--- src/rtl/data_bram_arbiter_if.sv ---
// rtl/data_bram_arbiter_if.sv - Request/response and BRAM signal bundle for data_bram_arbiter
//
// Purpose: groups the four request ports (fill, store, load, evict), the two
// read-response channels and the BRAM-side signals into one bundle.
// Ports (signals):
//   fill_valid/fill_ready, fill_addr, fill_data          full-line refill write
//   st_valid/st_ready, st_addr, st_data, st_byteena      CPU store
//   ld_valid/ld_ready, ld_addr, ld_rvalid, ld_rdata      CPU load + response
//   ev_valid/ev_ready, ev_addr, ev_rvalid, ev_rdata      eviction read + response
//   bram_aclr, bram_wren, bram_wraddress, bram_data,
//   bram_byteena, bram_rden, bram_rdaddress, bram_q      BRAM side
// Modports: slave = arbiter side, master = requesters plus BRAM.
interface data_bram_arbiter_if #(
    parameter int DATA_WIDTH          = 256,
    parameter int ADDR_WIDTH          = 8,
    parameter int NUM_BYTES_PER_ENTRY = DATA_WIDTH / 8
);
    logic                           fill_valid;
    logic                           fill_ready;
    logic [ADDR_WIDTH-1:0]          fill_addr;
    logic [DATA_WIDTH-1:0]          fill_data;

    logic                           st_valid;
    logic                           st_ready;
    logic [ADDR_WIDTH-1:0]          st_addr;
    logic [DATA_WIDTH-1:0]          st_data;
    logic [NUM_BYTES_PER_ENTRY-1:0] st_byteena;

    logic                           ld_valid;
    logic                           ld_ready;
    logic [ADDR_WIDTH-1:0]          ld_addr;
    logic                           ld_rvalid;
    logic [DATA_WIDTH-1:0]          ld_rdata;

    logic                           ev_valid;
    logic                           ev_ready;
    logic [ADDR_WIDTH-1:0]          ev_addr;
    logic                           ev_rvalid;
    logic [DATA_WIDTH-1:0]          ev_rdata;

    logic                           bram_aclr;
    logic                           bram_wren;
    logic [ADDR_WIDTH-1:0]          bram_wraddress;
    logic [DATA_WIDTH-1:0]          bram_data;
    logic [NUM_BYTES_PER_ENTRY-1:0] bram_byteena;
    logic                           bram_rden;
    logic [ADDR_WIDTH-1:0]          bram_rdaddress;
    logic [DATA_WIDTH-1:0]          bram_q;

    modport slave (
        input  fill_valid, fill_addr, fill_data,
        output fill_ready,
        input  st_valid, st_addr, st_data, st_byteena,
        output st_ready,
        input  ld_valid, ld_addr,
        output ld_ready, ld_rvalid, ld_rdata,
        input  ev_valid, ev_addr,
        output ev_ready, ev_rvalid, ev_rdata,
        output bram_aclr, bram_wren, bram_wraddress, bram_data, bram_byteena,
        output bram_rden, bram_rdaddress,
        input  bram_q
    );

    modport master (
        output fill_valid, fill_addr, fill_data,
        input  fill_ready,
        output st_valid, st_addr, st_data, st_byteena,
        input  st_ready,
        output ld_valid, ld_addr,
        input  ld_ready, ld_rvalid, ld_rdata,
        output ev_valid, ev_addr,
        input  ev_ready, ev_rvalid, ev_rdata,
        input  bram_aclr, bram_wren, bram_wraddress, bram_data, bram_byteena,
        input  bram_rden, bram_rdaddress,
        output bram_q
    );
endinterface

--- src/rtl/data_bram_arbiter.sv ---
// rtl/data_bram_arbiter.sv - Two-port data BRAM arbiter with store anti-starvation and load forwarding
//
// Purpose: arbitrates one write per cycle (fill over store, with a starvation
// limit for stores) and one read per cycle (evict over load) onto a simple
// dual-port BRAM with 1-cycle registered read. A load that collides with a
// same-cycle write to the same line sees the written bytes merged in.
// Ports:
//   clock   in  rising-edge clock
//   aclr_n  in  asynchronous active-low reset
//   bus     slave modport of data_bram_arbiter_if (requests, responses, BRAM)
module data_bram_arbiter #(
    parameter int DATA_WIDTH          = 256,
    parameter int ADDR_WIDTH          = 8,
    parameter int NUM_BYTES_PER_ENTRY = DATA_WIDTH / 8,
    parameter int STARVE_MAX          = 4
) (
    input  logic               clock,
    input  logic               aclr_n,
    data_bram_arbiter_if.slave bus
);
    localparam int SW = (STARVE_MAX < 1) ? 1 : $clog2(STARVE_MAX + 1);
    localparam logic [SW-1:0] STARVE_LIMIT = SW'(STARVE_MAX);

    logic [SW-1:0]                  r_starve_cnt;
    logic                           r_rd_pending;
    logic                           r_rd_tag;      // 1: evict response, 0: load response
    logic                           r_fwd_en;
    logic [DATA_WIDTH-1:0]          r_fwd_data;
    logic [NUM_BYTES_PER_ENTRY-1:0] r_fwd_be;

    logic                           w_store_prio;
    logic                           w_fill_grant;
    logic                           w_st_grant;
    logic                           w_wr_grant;
    logic                           w_ld_grant;
    logic                           w_ev_grant;
    logic                           w_rd_grant;
    logic [ADDR_WIDTH-1:0]          w_wr_addr;
    logic [DATA_WIDTH-1:0]          w_wr_data;
    logic [NUM_BYTES_PER_ENTRY-1:0] w_wr_be;
    logic [DATA_WIDTH-1:0]          w_ld_merged;

    // Readies depend only on valids and the starve counter. They are gated
    // by aclr_n so every ready drops the moment reset asserts.
    assign w_store_prio  = bus.st_valid && (r_starve_cnt == STARVE_LIMIT);
    assign bus.fill_ready = aclr_n && !w_store_prio;
    assign bus.st_ready   = aclr_n && (!bus.fill_valid || w_store_prio);
    assign bus.ev_ready   = aclr_n;
    assign bus.ld_ready   = aclr_n && !bus.ev_valid;

    assign w_fill_grant = bus.fill_valid && bus.fill_ready;
    assign w_st_grant   = bus.st_valid && bus.st_ready;
    assign w_wr_grant   = w_fill_grant || w_st_grant;
    assign w_ev_grant   = bus.ev_valid && bus.ev_ready;
    assign w_ld_grant   = bus.ld_valid && bus.ld_ready;
    assign w_rd_grant   = w_ev_grant || w_ld_grant;

    assign w_wr_addr = w_fill_grant ? bus.fill_addr : bus.st_addr;
    assign w_wr_data = w_fill_grant ? bus.fill_data : bus.st_data;
    assign w_wr_be   = w_fill_grant ? {NUM_BYTES_PER_ENTRY{1'b1}} : bus.st_byteena;

    assign bus.bram_aclr      = !aclr_n;
    assign bus.bram_wren      = w_wr_grant;
    assign bus.bram_wraddress = w_wr_addr;
    assign bus.bram_data      = w_wr_data;
    assign bus.bram_byteena   = w_wr_be;
    assign bus.bram_rden      = w_rd_grant;
    assign bus.bram_rdaddress = w_ev_grant ? bus.ev_addr : bus.ld_addr;

    always_ff @(posedge clock or negedge aclr_n) begin
        if (!aclr_n) begin
            r_starve_cnt <= '0;
            r_rd_pending <= 1'b0;
            r_rd_tag     <= 1'b0;
            r_fwd_en     <= 1'b0;
            r_fwd_data   <= '0;
            r_fwd_be     <= '0;
        end else begin
            if (!bus.st_valid || w_st_grant) begin
                r_starve_cnt <= '0;
            end else if (w_fill_grant && (r_starve_cnt != STARVE_LIMIT)) begin
                r_starve_cnt <= r_starve_cnt + SW'(1);
            end
            r_rd_pending <= w_rd_grant;
            r_rd_tag     <= w_ev_grant;
            // The BRAM returns the pre-write line on a same-cycle collision,
            // so a colliding load must patch the written bytes in itself.
            r_fwd_en     <= w_ld_grant && w_wr_grant && (bus.ld_addr == w_wr_addr);
            r_fwd_data   <= w_wr_data;
            r_fwd_be     <= w_wr_be;
        end
    end

    always_comb begin
        w_ld_merged = bus.bram_q;
        for (int b = 0; b < NUM_BYTES_PER_ENTRY; b++) begin
            if (r_fwd_en && r_fwd_be[b]) begin
                w_ld_merged[b*8 +: 8] = r_fwd_data[b*8 +: 8];
            end
        end
    end

    assign bus.ld_rvalid = r_rd_pending && !r_rd_tag;
    assign bus.ev_rvalid = r_rd_pending && r_rd_tag;
    assign bus.ld_rdata  = aclr_n ? w_ld_merged : '0;
    assign bus.ev_rdata  = aclr_n ? bus.bram_q : '0;
endmodule

--- src/flat_wrapper.sv ---
// flat-port wrapper written by rule: the top's interface ports become plain ports
module data_bram_arbiter_flat 
#(
    parameter int DATA_WIDTH          = 256,
    parameter int ADDR_WIDTH          = 8,
    parameter int NUM_BYTES_PER_ENTRY = DATA_WIDTH / 8,
    parameter int STARVE_MAX          = 4
)
  (clock, aclr_n, bus_fill_valid, bus_fill_addr, bus_fill_data, bus_fill_ready, bus_st_valid, bus_st_addr, bus_st_data, bus_st_byteena, bus_st_ready, bus_ld_valid, bus_ld_addr, bus_ld_ready, bus_ld_rvalid, bus_ld_rdata, bus_ev_valid, bus_ev_addr, bus_ev_ready, bus_ev_rvalid, bus_ev_rdata, bus_bram_aclr, bus_bram_wren, bus_bram_wraddress, bus_bram_data, bus_bram_byteena, bus_bram_rden, bus_bram_rdaddress, bus_bram_q);
  data_bram_arbiter_if #(.DATA_WIDTH(DATA_WIDTH), .ADDR_WIDTH(ADDR_WIDTH), .NUM_BYTES_PER_ENTRY(NUM_BYTES_PER_ENTRY)) bus_i ();
  input  logic clock;
  input  logic aclr_n;
  input wire logic [$bits(bus_i.fill_valid)-1:0] bus_fill_valid;
  input wire logic [$bits(bus_i.fill_addr)-1:0] bus_fill_addr;
  input wire logic [$bits(bus_i.fill_data)-1:0] bus_fill_data;
  output wire logic [$bits(bus_i.fill_ready)-1:0] bus_fill_ready;
  input wire logic [$bits(bus_i.st_valid)-1:0] bus_st_valid;
  input wire logic [$bits(bus_i.st_addr)-1:0] bus_st_addr;
  input wire logic [$bits(bus_i.st_data)-1:0] bus_st_data;
  input wire logic [$bits(bus_i.st_byteena)-1:0] bus_st_byteena;
  output wire logic [$bits(bus_i.st_ready)-1:0] bus_st_ready;
  input wire logic [$bits(bus_i.ld_valid)-1:0] bus_ld_valid;
  input wire logic [$bits(bus_i.ld_addr)-1:0] bus_ld_addr;
  output wire logic [$bits(bus_i.ld_ready)-1:0] bus_ld_ready;
  output wire logic [$bits(bus_i.ld_rvalid)-1:0] bus_ld_rvalid;
  output wire logic [$bits(bus_i.ld_rdata)-1:0] bus_ld_rdata;
  input wire logic [$bits(bus_i.ev_valid)-1:0] bus_ev_valid;
  input wire logic [$bits(bus_i.ev_addr)-1:0] bus_ev_addr;
  output wire logic [$bits(bus_i.ev_ready)-1:0] bus_ev_ready;
  output wire logic [$bits(bus_i.ev_rvalid)-1:0] bus_ev_rvalid;
  output wire logic [$bits(bus_i.ev_rdata)-1:0] bus_ev_rdata;
  output wire logic [$bits(bus_i.bram_aclr)-1:0] bus_bram_aclr;
  output wire logic [$bits(bus_i.bram_wren)-1:0] bus_bram_wren;
  output wire logic [$bits(bus_i.bram_wraddress)-1:0] bus_bram_wraddress;
  output wire logic [$bits(bus_i.bram_data)-1:0] bus_bram_data;
  output wire logic [$bits(bus_i.bram_byteena)-1:0] bus_bram_byteena;
  output wire logic [$bits(bus_i.bram_rden)-1:0] bus_bram_rden;
  output wire logic [$bits(bus_i.bram_rdaddress)-1:0] bus_bram_rdaddress;
  input wire logic [$bits(bus_i.bram_q)-1:0] bus_bram_q;
  assign bus_i.fill_valid = bus_fill_valid;
  assign bus_i.fill_addr = bus_fill_addr;
  assign bus_i.fill_data = bus_fill_data;
  assign bus_fill_ready = bus_i.fill_ready;
  assign bus_i.st_valid = bus_st_valid;
  assign bus_i.st_addr = bus_st_addr;
  assign bus_i.st_data = bus_st_data;
  assign bus_i.st_byteena = bus_st_byteena;
  assign bus_st_ready = bus_i.st_ready;
  assign bus_i.ld_valid = bus_ld_valid;
  assign bus_i.ld_addr = bus_ld_addr;
  assign bus_ld_ready = bus_i.ld_ready;
  assign bus_ld_rvalid = bus_i.ld_rvalid;
  assign bus_ld_rdata = bus_i.ld_rdata;
  assign bus_i.ev_valid = bus_ev_valid;
  assign bus_i.ev_addr = bus_ev_addr;
  assign bus_ev_ready = bus_i.ev_ready;
  assign bus_ev_rvalid = bus_i.ev_rvalid;
  assign bus_ev_rdata = bus_i.ev_rdata;
  assign bus_bram_aclr = bus_i.bram_aclr;
  assign bus_bram_wren = bus_i.bram_wren;
  assign bus_bram_wraddress = bus_i.bram_wraddress;
  assign bus_bram_data = bus_i.bram_data;
  assign bus_bram_byteena = bus_i.bram_byteena;
  assign bus_bram_rden = bus_i.bram_rden;
  assign bus_bram_rdaddress = bus_i.bram_rdaddress;
  assign bus_i.bram_q = bus_bram_q;
  data_bram_arbiter #(.DATA_WIDTH(DATA_WIDTH), .ADDR_WIDTH(ADDR_WIDTH), .NUM_BYTES_PER_ENTRY(NUM_BYTES_PER_ENTRY), .STARVE_MAX(STARVE_MAX)) u_core (.clock(clock), .aclr_n(aclr_n), .bus(bus_i));
endmodule
--- config.mk ---
export PLATFORM = sky130hd
export DESIGN_NAME = data_bram_arbiter_flat
export DESIGN_NICKNAME = d
export VERILOG_FILES = /design/src/rtl/data_bram_arbiter_if.sv /design/src/rtl/data_bram_arbiter.sv /design/src/flat_wrapper.sv
export SDC_FILE = /design/constraint.sdc
export NUM_CORES = 1
export LEC_CHECK = 0
export CAP_MARGIN = 20
export CORE_AREA = 8 8 647 649
export CTS_BUF_LIST = sky130_fd_sc_hd__clkbuf_8
export CTS_CLUSTER_SIZE = 10
export DETAILED_ROUTE_END_ITERATION = 6
export DIE_AREA = 0 0 655 657
export DONT_BUFFER_PORTS = 1
export PLACE_DENSITY_LB_ADDON = 0.05
export REMOVE_ABC_BUFFERS = 1
export SLEW_MARGIN = 10
export SYNTH_ARGS = -nofsm -noshare
export SYNTH_HDL_FRONTEND = slang
export SYNTH_SLANG_ARGS = --single-unit
--- constraint.sdc ---
create_clock -name clock -period 2.1 [get_ports clock]
set_input_delay 0.105 -clock clock [delete_from_list [all_inputs] [get_ports clock]]
set_output_delay 0.105 -clock clock [all_outputs]
set_load 0.1 [all_outputs]
== Word-level counts from Yosys, hierarchy flattened ==
Cells that the tools add are included.

* Word-level logic and storage cells: 106
* Register bits after elaboration: 294
* Output and inout port bits: 825
* Input port bits: 838

* Muxes and demuxes: 40
* Eq/ne operators: 3
* Add/subtract/negate cells: 1
* Reductions and logical operators: 56

{| class="wikitable"
|+ Operator list
! cell !! number
|-
| 2-to-1 mux 256 bit || 3
|-
| 2-to-1 mux 8 bit || 34
|-
| logical AND 1 bit || 45
|-
| 2-to-1 mux 32 bit || 1
|-
| == test 8 bit || 1
|-
| zero test 1 bit || 6
|-
| 2-to-1 mux 3 bit || 2
|-
| logical OR 1 bit || 4
|-
| adder 3 x 1 -> 3 bit, second input constant || 1
|-
| == test 3 bit, second input constant || 1
|-
| != test 3 bit, second input constant || 1
|-
| nonzero test 2 bit || 1
|}

== Longest topological paths before layout ==
Gate-level depths: netlist of run 1.

* Depth in word-level cells: 8
* Depth in mapped cells: 10
* Mapped depth without buffers: 7

== Least setup slack after synthesis of run 1 ==
OpenSTA, ideal clock, no wires.

* Path kind: register to register
* Start: register u_core.r_starve_cnt[0]
* End: register u_core.r_fwd_en
* Arrival time: 3.160 ns
* Clock period less this slack: 3.255 ns
* Library setup time: 0.096 ns
* Path buffers: 2
* Path slack: -1.155 ns
* Cell stages (with the launch flop): 10
* Data required time: 2.004 ns
* Path through: dfrtp_1 > inv_1 > ha_1 > buf_6 > and3_1 > buf_4 > o211ai_1 > xnor2_1 > nand3_1 > nor4_2

* Word-level cells in the longest chain between the ends: 8
* Elaborated cells between the ends (all ways): 13
* Classes of those cells: eq/ne: 2; mux: 1; reduce/logical: 10

{| class="wikitable"
|+ Ends and longest elaborated chain
! what !! RTL line !! text
|-
| from (decl) || data_bram_arbiter.sv:24 || <nowiki>logic [SW-1:0] r_starve_cnt;</nowiki>
|-
| from (signal assigned) || data_bram_arbiter.sv:82 || <nowiki>r_starve_cnt <= r_starve_cnt + SW'(1);</nowiki>
|-
| == test 3 bit || data_bram_arbiter.sv:45 || <nowiki>assign w_store_prio = bus.st_valid && (r_starve_cnt == STARVE_LIMIT);</nowiki>
|-
| logical AND 1 bit || data_bram_arbiter.sv:45 ||
|-
| zero test 1 bit || data_bram_arbiter.sv:46 || <nowiki>assign bus.fill_ready = aclr_n && !w_store_prio;</nowiki>
|-
| logical AND 1 bit || data_bram_arbiter.sv:46 ||
|-
| logical AND 1 bit || data_bram_arbiter.sv:51 || <nowiki>assign w_fill_grant = bus.fill_valid && bus.fill_ready;</nowiki>
|-
| 2-to-1 mux 8 bit || data_bram_arbiter.sv:58 || <nowiki>assign w_wr_addr = w_fill_grant ? bus.fill_addr : bus.st_addr;</nowiki>
|-
| net bus_bram_wraddress[0] || flat_wrapper.sv:34 || <nowiki>output wire logic [$bits(bus_i.bram_wraddress)-1:0] bus_bram_wraddress;</nowiki>
|-
| == test 8 bit || data_bram_arbiter.sv:88 || <nowiki>r_fwd_en <= w_ld_grant && w_wr_grant && (bus.ld_addr == w_wr_addr);</nowiki>
|-
| logical AND 1 bit || data_bram_arbiter.sv:88 ||
|-
| to (signal assigned) || data_bram_arbiter.sv:88 ||
|-
| to (decl) || data_bram_arbiter.sv:27 || <nowiki>logic r_fwd_en;</nowiki>
|}

The timed path passes the listed nets, and every way through them passes these cells.
A chain may end at the register's enable or synchronous reset.

== Worst setup path in the final report of run 1 ==
* Start: register u_core.r_starve_cnt[0]
* End: output port bus_bram_data[47]

* Word-level cells in the longest chain between the ends: 6

{| class="wikitable"
|+ Ends and longest elaborated chain
! what !! RTL line !! text
|-
| == test 3 bit || data_bram_arbiter.sv:45 ||
|-
| logical AND 1 bit || data_bram_arbiter.sv:45 ||
|-
| zero test 1 bit || data_bram_arbiter.sv:46 ||
|-
| logical AND 1 bit || data_bram_arbiter.sv:46 ||
|-
| logical AND 1 bit || data_bram_arbiter.sv:51 ||
|-
| 2-to-1 mux 256 bit || data_bram_arbiter.sv:59 || <nowiki>assign w_wr_data = w_fill_grant ? bus.fill_data : bus.st_data;</nowiki>
|-
| to (decl) || flat_wrapper.sv:35 || <nowiki>output wire logic [$bits(bus_i.bram_data)-1:0] bus_bram_data;</nowiki>
|}

Every way passes these cells.

==> impl_metrics.env, run 1 <==
export IMPL_status="finished with violations"
export IMPL_violations="negative hold slack, negative setup slack"
export IMPL_maxCapViolCount=0
export IMPL_final_common_cell="dlygate4sd3_1"
export IMPL_ioPinCount=1663
export IMPL_netlist_area_leader_share_pct=43.1
export IMPL_track_usage_pct=12.6
export IMPL_routabilityCongestion=0.759
export IMPL_fin_crit_ns=3.16
export IMPL_busiest_layer="met2"
export IMPL_synth_area_leaders="dfrtp_1, mux2_2, and2_1, nand3_1, a21oi_1"
export IMPL_seqCellArea_um2=7360
export IMPL_viasPerCell=2.57
export IMPL_dp_hpwl_mm=243
export IMPL_antenna_left=0
export IMPL_grt_pass1_wl_mm=350
export IMPL_rsz0062_at_grt="yes"
export IMPL_detailedPlace_worstSlack_ns=-0.534
export IMPL_slew_headroom_pct=35.5
export IMPL_vias=24800
export IMPL_grt_use_met2_pct=24.9
export IMPL_netlist_instances=1876
export IMPL_path_common_cell="buf_12"
export IMPL_worst_slew_pin_slew_ns=0.964
export IMPL_cp_num_buf_inv=6
export IMPL_htreeDepth=3
export IMPL_synth_cell_types=28
export IMPL_finalHoldViolations=4
export IMPL_wirelength_mm=288
export IMPL_finalSetupViolations=751
export IMPL_numClockSinks=294
export IMPL_slowest_stage="dfrtp_1"
export IMPL_cp_arrival_ns=3.05
export IMPL_antenna_found_initial=190
export IMPL_synth_area_um2=17100
export IMPL_cts_tree="built"
export IMPL_peakVddDrop_uv=396
export IMPL_cp_depth=10
export IMPL_crit_path_max_fanout=7
export IMPL_power_density_nw_per_um2=574
export IMPL_crit_path_end_kind="primary output"
export IMPL_placed_area_um2=40900
export IMPL_cp_required_ns=2.00
export IMPL_grt_start_max_net_pins=571
export IMPL_nets=4918
export IMPL_portBuffers=0
export IMPL_worst_slack_ns=-1.06
export IMPL_min_period_over_period_pct=150
export IMPL_setup_worst_path_start_class="flip-flop"
export IMPL_synth_largest_area_cell="dfrtp_1"
export IMPL_leakagePower_nw=22.9
export IMPL_layout_drive_gt1_share_pct=50.7
export IMPL_die_area_um2=430000
export IMPL_synth_ff_type="dfrtp_1"
export IMPL_synth_edff_count=0
export IMPL_timing_fmax_mhz=317
export IMPL_ys_seq_elements=294
export IMPL_fp_row_count=235
export IMPL_final_fill_count=46200
export IMPL_final_max_slew_viol_count=0
export IMPL_seq_area_frac_synth_pct=43.1
export IMPL_cts_buffers=94
export IMPL_crit_chain="inv_2, ha_4, nand3_4, nand3_4, buf_12, buf_16, buf_16, buf_12, mux2_4, buf_12"
export IMPL_grtUsageMet3_pct=3.60
export IMPL_clock_path_buffers=4
export IMPL_stdcell_area_um2=56600
export IMPL_core_area_um2=408000
export IMPL_timing_hold_ws_ns=-0.620
export IMPL_hold_depth=1
export IMPL_hold_class="input pin to flip-flop"
export IMPL_overflow=0
export IMPL_grt_pass1_vias=27500
export IMPL_die_h_um=657
export IMPL_drc=0
export IMPL_path_delay_family="buffers and inverters"
export IMPL_start_util_pct=4.18
export IMPL_avgSynthCellArea_um2=9.10
export IMPL_die_x_um=655
export IMPL_clkTransAtPathRegs_ns=0.05
export IMPL_synthArstFlopShare_pct=100
export IMPL_final_cell_mix="dlygate4sd3_1, buf_4, buf_12"
export IMPL_yosysWarningCount=0
export IMPL_area_growth_pct=232
export IMPL_multi_input_area_um2=12300
export IMPL_wl_per_cell_um=29.9
export IMPL_root_buffer="clkbuf_8"
export IMPL_r2r_cells=11
export IMPL_first_pass_iters=5
export IMPL_criticalPathCategory="flip-flop to primary output"
export IMPL_clkLatencyLatePin_ns=0.88
export IMPL_skew_ns=0.0525
export IMPL_critPathMaxStageDelay_ns=0.42
export IMPL_grt_use_met1_pct=13.3
export IMPL_drt_initial_drc_count=992
==> layer usage <==
metal / up-vias / routed length [um]
li1: 10900 / -
met1: 12200 / 104000
met2: 1241 / 158000
met3: 391 / 20300
met4: 88 / 5540
met5: - / 591
==> Yosys cell counts, types with 6 or more instances <==
master,instances
nand3_1,266
mux2_2,204
o211ai_1,7
a21oi_1,257
mux2_1,61
clkbuf_1,67
nor2_1,7
nand2_1,291
buf_1,35
xnor2_1,8
buf_2,36
nand2b_1,32
buf_6,21
and2_1,258
nand4_1,8
dfrtp_1,294
a21bo_1,6
==> layout make-up <==
type | instances | share of cell area, %
timing repair buffer | 2268 | 50.1
multi-input combinational | 1416 | 21.6
sequential | 294 | 13.0
tap | 5451 | 12.0
clock buffer | 110 | 2.67
clock inverter | 43 | 0.325
antenna | 48 | 0.212
inverter | 4 | 0.0398
==> final timing paths <==
path	start	to	slack (ns)
min in group asynchronous	aclr_n	u_core.r_fwd_data[219]	0.02
worst min-delay path	bus_st_valid	u_core.r_starve_cnt[0]	-0.62
worst max register to register	u_core.r_starve_cnt[0]	u_core.r_fwd_data[123]	-0.32
max in group asynchronous	aclr_n	u_core.r_fwd_data[171]	0.59
worst max-delay path	u_core.r_starve_cnt[0]	bus_bram_data[47]	-1.06
worst min register to register	u_core.r_starve_cnt[1]	u_core.r_starve_cnt[1]	0.66
==> repair_timing <==
action,4_1_cts,5_1_grt
hold buffers,923,14
cloned,17,11
hold endpoints to repair,588,240
endpoints found under the setup margin,832,1052
resized for setup,382,252
pin swaps,14,58
setup buffers,85,71
==> registers in the layout, summed over array words and instances (netlist names) <==
signal	flops
u_core.r_fwd_en	1
u_core.r_fwd_be	32
u_core.r_starve_cnt	3
u_core.r_rd_pending	1
u_core.r_fwd_data	256
u_core.r_rd_tag	1
==> worst reg2reg max path: cells and delay by family (launching register included) <==
family	cells	cell delay, ns
flip-flops	1	0.42
adder cells (fa/ha/maj)	1	0.16
AND/OR/NAND/NOR	2	0.18
multiplexers	1	0.33
buffers and inverters	7	1.18
==> cells by family after synthesis <==
logic type                 synth area share, %
AOI/OAI and AO/OA                         8.31
DFF                                       43.1
xor gates and xnor gates                 0.462
adders and majority gates                0.147
muxes                                     17.5
and+or+nand+nor                           25.5
buffers and inverters                     4.91
==> power breakdown <==
part	leakage, nW	internal, mW	switching, mW
clock network	1.01	4.66	4.20
logic	18.5	6.03	11.2
registers	3.41	6.09	0.329
total	22.9	16.8	15.7
==> per-stage QoR <==
step | power, mW | TNS, ns | util (%) | hold slack (ns) | cells
detailed placement | 20.9 | -144.52 | 10.0 | -0.154 | 8322
CTS | 33.3 | -652.34 | 13.3 | -1.30 | 9499
global placement | 21.0 | -189.27 | 10.0 | -0.168 | 8322
global route | 34.0 | -612.54 | 13.9 | -0.777 | 9603
floorplan | 14.8 | -6019.63 | - | -0.191 | 1714
finish | 32.5 | -474.89 | 13.9 | -0.620 | 9634
Power figures use the tool's default switching activity.
==> inputs of run 2 (changes only) <==
--- a/config.mk
+++ b/config.mk
@@ -14,6 +14,7 @@
 export DONT_BUFFER_PORTS = 1
 export PLACE_DENSITY_LB_ADDON = 0.05
 export REMOVE_ABC_BUFFERS = 1
+export SETUP_SLACK_MARGIN = 0.2
 export SLEW_MARGIN = 10
 export SYNTH_ARGS = -nofsm -noshare
 export SYNTH_HDL_FRONTEND = slang
==> run 2 against run 1 <==
Compared with the run above: non-clock buffer count fell by 2; cell count about the same; the run still ends with negative hold slack, negative setup slack left; critical path depth did not move; cell area grew 2.1%; via count rose by 0.49%; global-route usage down 0.085 points; clock skew about the same; sequential power increased by 0.6%; total power grew 0.47%; largest cell class unchanged.
==> impl_metrics.env, run 2 (synthesized netlist as in run 1, its figures left out) <==
export IMPL_status="finished with violations"
export IMPL_violations="negative hold slack, negative setup slack"
export IMPL_min_period_over_period_pct=149
export IMPL_vias=24900
export IMPL_clock_path_buffers=4
export IMPL_overflow=0
export IMPL_clkLatencyLatePin_ns=0.91
export IMPL_crit_path_end_kind="primary output"
export IMPL_core_area_um2=408000
export IMPL_regMostFlops="u_core.r_fwd_data"
export IMPL_power_density_nw_per_um2=565
export IMPL_grt_pass1_wl_mm=348
export IMPL_largest_reg_flops=256
export IMPL_die_h_um=657
export IMPL_whs_endpoint="u_core.r_starve_cnt[2]"
export IMPL_fp_row_count=235
export IMPL_first_pass_iters=4
export IMPL_timing_hold_ws_ns=-0.651
export IMPL_reg2reg_slack_ns=-0.29
export IMPL_final_cell_mix="dlygate4sd3_1, buf_12, buf_4"
export IMPL_start_util_pct=4.18
export IMPL_clkTransAtPathRegs_ns=0.05
export IMPL_ioPinCount=1663
export IMPL_final_fill_count=46100
export IMPL_numClockSinks=294
export IMPL_wirelength_mm=290
export IMPL_drt_initial_drc_count=968
export IMPL_fin_crit_ns=3.13
export IMPL_cts_buffers=94
export IMPL_portBuffers=0
export IMPL_dr_max_layer_used="met5"
export IMPL_peakVddDrop_uv=396
export IMPL_r2r_cells=10
export IMPL_reg_largest_list="u_core.r_fwd_data (256), u_core.r_fwd_be (32), u_core.r_starve_cnt (3)"
export IMPL_final_common_cell="dlygate4sd3_1"
export IMPL_drc=0
export IMPL_r2r_start="u_core.r_starve_cnt[0]"
export IMPL_antenna_found_initial=203
export IMPL_hold_class="input pin to flip-flop"
export IMPL_final_max_slew_viol_count=0
export IMPL_crit_path_max_fanout=9
export IMPL_cp_required_ns=2.00
export IMPL_cts_tree="built"
export IMPL_dr_wl_met3_mm=20.4
export IMPL_total_power_mw=32.6
export IMPL_finalHoldViolations=4
export IMPL_root_buffer="clkbuf_8"
export IMPL_routabilityCongestion=0.759
export IMPL_die_x_um=655
export IMPL_antenna_left=0
export IMPL_routed_wl_met2_mm=159
export IMPL_wl_per_cell_um=30.1
export IMPL_dp_hpwl_mm=243
export IMPL_min_delay_start="bus_st_valid"
export IMPL_grt_pass1_vias=27300
export IMPL_nets=4916
export IMPL_grt_start_max_net_pins=571
export IMPL_skew_ns=0.0522
export IMPL_hold_depth=2
export IMPL_die_area_um2=430000
export IMPL_htreeDepth=3
export IMPL_setup_worst_path_start_class="flip-flop"
export IMPL_r2r_end="u_core.r_fwd_en"
export IMPL_final_core_util_pct=14.2
export IMPL_finalSetupViolations=808
export IMPL_rsz0062_at_grt="yes"
export IMPL_maxCapViolCount=0
export IMPL_placed_area_um2=40900
export IMPL_area_growth_pct=239
export IMPL_met1_length_mm=104
export IMPL_timing_fmax_mhz=319
export IMPL_criticalPathCategory="flip-flop to primary output"
export IMPL_cp_arrival_ns=3.03
export IMPL_stdcell_area_um2=57800
export IMPL_leakagePower_nw=23.2
export IMPL_slew_headroom_pct=35.7
export IMPL_worst_slew_pin_slew_ns=0.961
export IMPL_worst_slack_ns=-1.03
export IMPL_track_usage_pct=12.5
export IMPL_viasPerCell=2.59
export IMPL_layout_drive_gt1_share_pct=53.5
==> run 2: cell count changes in the layout (fill, tap and decap cells not counted), moves of 7 or more <==
| cell | previous run | this run |
|---|---|---|
| nand3_4 | 28 | 44 |
| nand3_2 | 12 | 29 |
| a21oi_2 | 167 | 138 |
| buf_6 | 26 | 46 |
| a21oi_4 | 90 | 119 |
| nand2_1 | 248 | 201 |
| mux2_2 | 51 | 44 |
| nand2_2 | 10 | 22 |
| buf_4 | 621 | 613 |
| nand3_1 | 226 | 193 |
| clkbuf_16 | 13 | 21 |
| dlygate4sd3_1 | 930 | 892 |
| nand2_4 | 23 | 53 |
==> run 2: how the worst max path moves through the flow <==
| stage | from | to |
|---|---|---|
| CTS | u_core.r_starve_cnt[0] | bus_bram_data[122] |
| global route | u_core.r_starve_cnt[0] | bus_bram_data[41] |
| global placement | u_core.r_starve_cnt[0] | bus_bram_data[123] |
| floorplan | u_core.r_starve_cnt[0] | u_core.r_fwd_be[0] |
| finish | u_core.r_starve_cnt[0] | bus_bram_data[10] |
| detailed placement | u_core.r_starve_cnt[0] | bus_bram_data[123] |
==> run 2: where the power goes <==
group / internal [mW] / switching [mW] / total [mW]
Sequential: 6.09 / 0.366 / 6.46
Clock: 4.66 / 4.24 / 8.90
Combinational: 6.09 / 11.2 / 17.3
==> run 2: layout make-up <==
class                           count  area (um^2)  area share (%)
Antenna cell                       44          110           0.190
Timing Repair Buffer             2266        28700            49.6
Multi-Input combinational cell   1416        13100            22.7
Tap cell                         5451         6820            11.8
Inverter                            4         22.5          0.0389
Clock inverter                     43          184           0.318
Sequential cell                   294         7360            12.7
Clock buffer                      110         1510            2.62
==> run 2: metal layers <==
metal,vias up,track usage [%]
met3,447,3.77
li1,10900,-
met2,1216,24.6
met4,102,2.21
met1,12300,13.1
met5,-,0
==> run 2: critical path, stage by stage (launching register included) <==
cell	delay, ns
dfrtp_1	0.42
inv_2	0.12
ha_4	0.16
nand3_4	0.08
nand3_4	0.10
buf_12	0.19
buf_16	0.21
buf_12	0.15
buf_16	0.12
mux2_4	0.36
buf_12	0.18
==> run 2: timing repair <==
action                                 in CTS  in global routing
hold buffers                              882                 17
cloned                                     14                 20
buffers inserted                           78                 94
setup endpoints to repair                 845               1054
pin swaps                                   8                129
endpoints found under the hold margin     588                256
gates resized for setup                   355                488
==> run 2: stage by stage <==
| step | std cells | setup TNS, ns | worst slack (ns) |
|---|---|---|---|
| 4_1_cts | 9449 | -640.24 | -1.32 |
| 6_report | 9628 | -474.76 | -1.03 |
| 2_1_floorplan | 1714 | -6019.63 | -9.53 |
| 3_3_place_gp | 8322 | -189.27 | -0.614 |
| 3_5_place_dp | 8322 | -144.52 | -0.534 |
| 5_1_grt | 9604 | -616.81 | -1.25 |
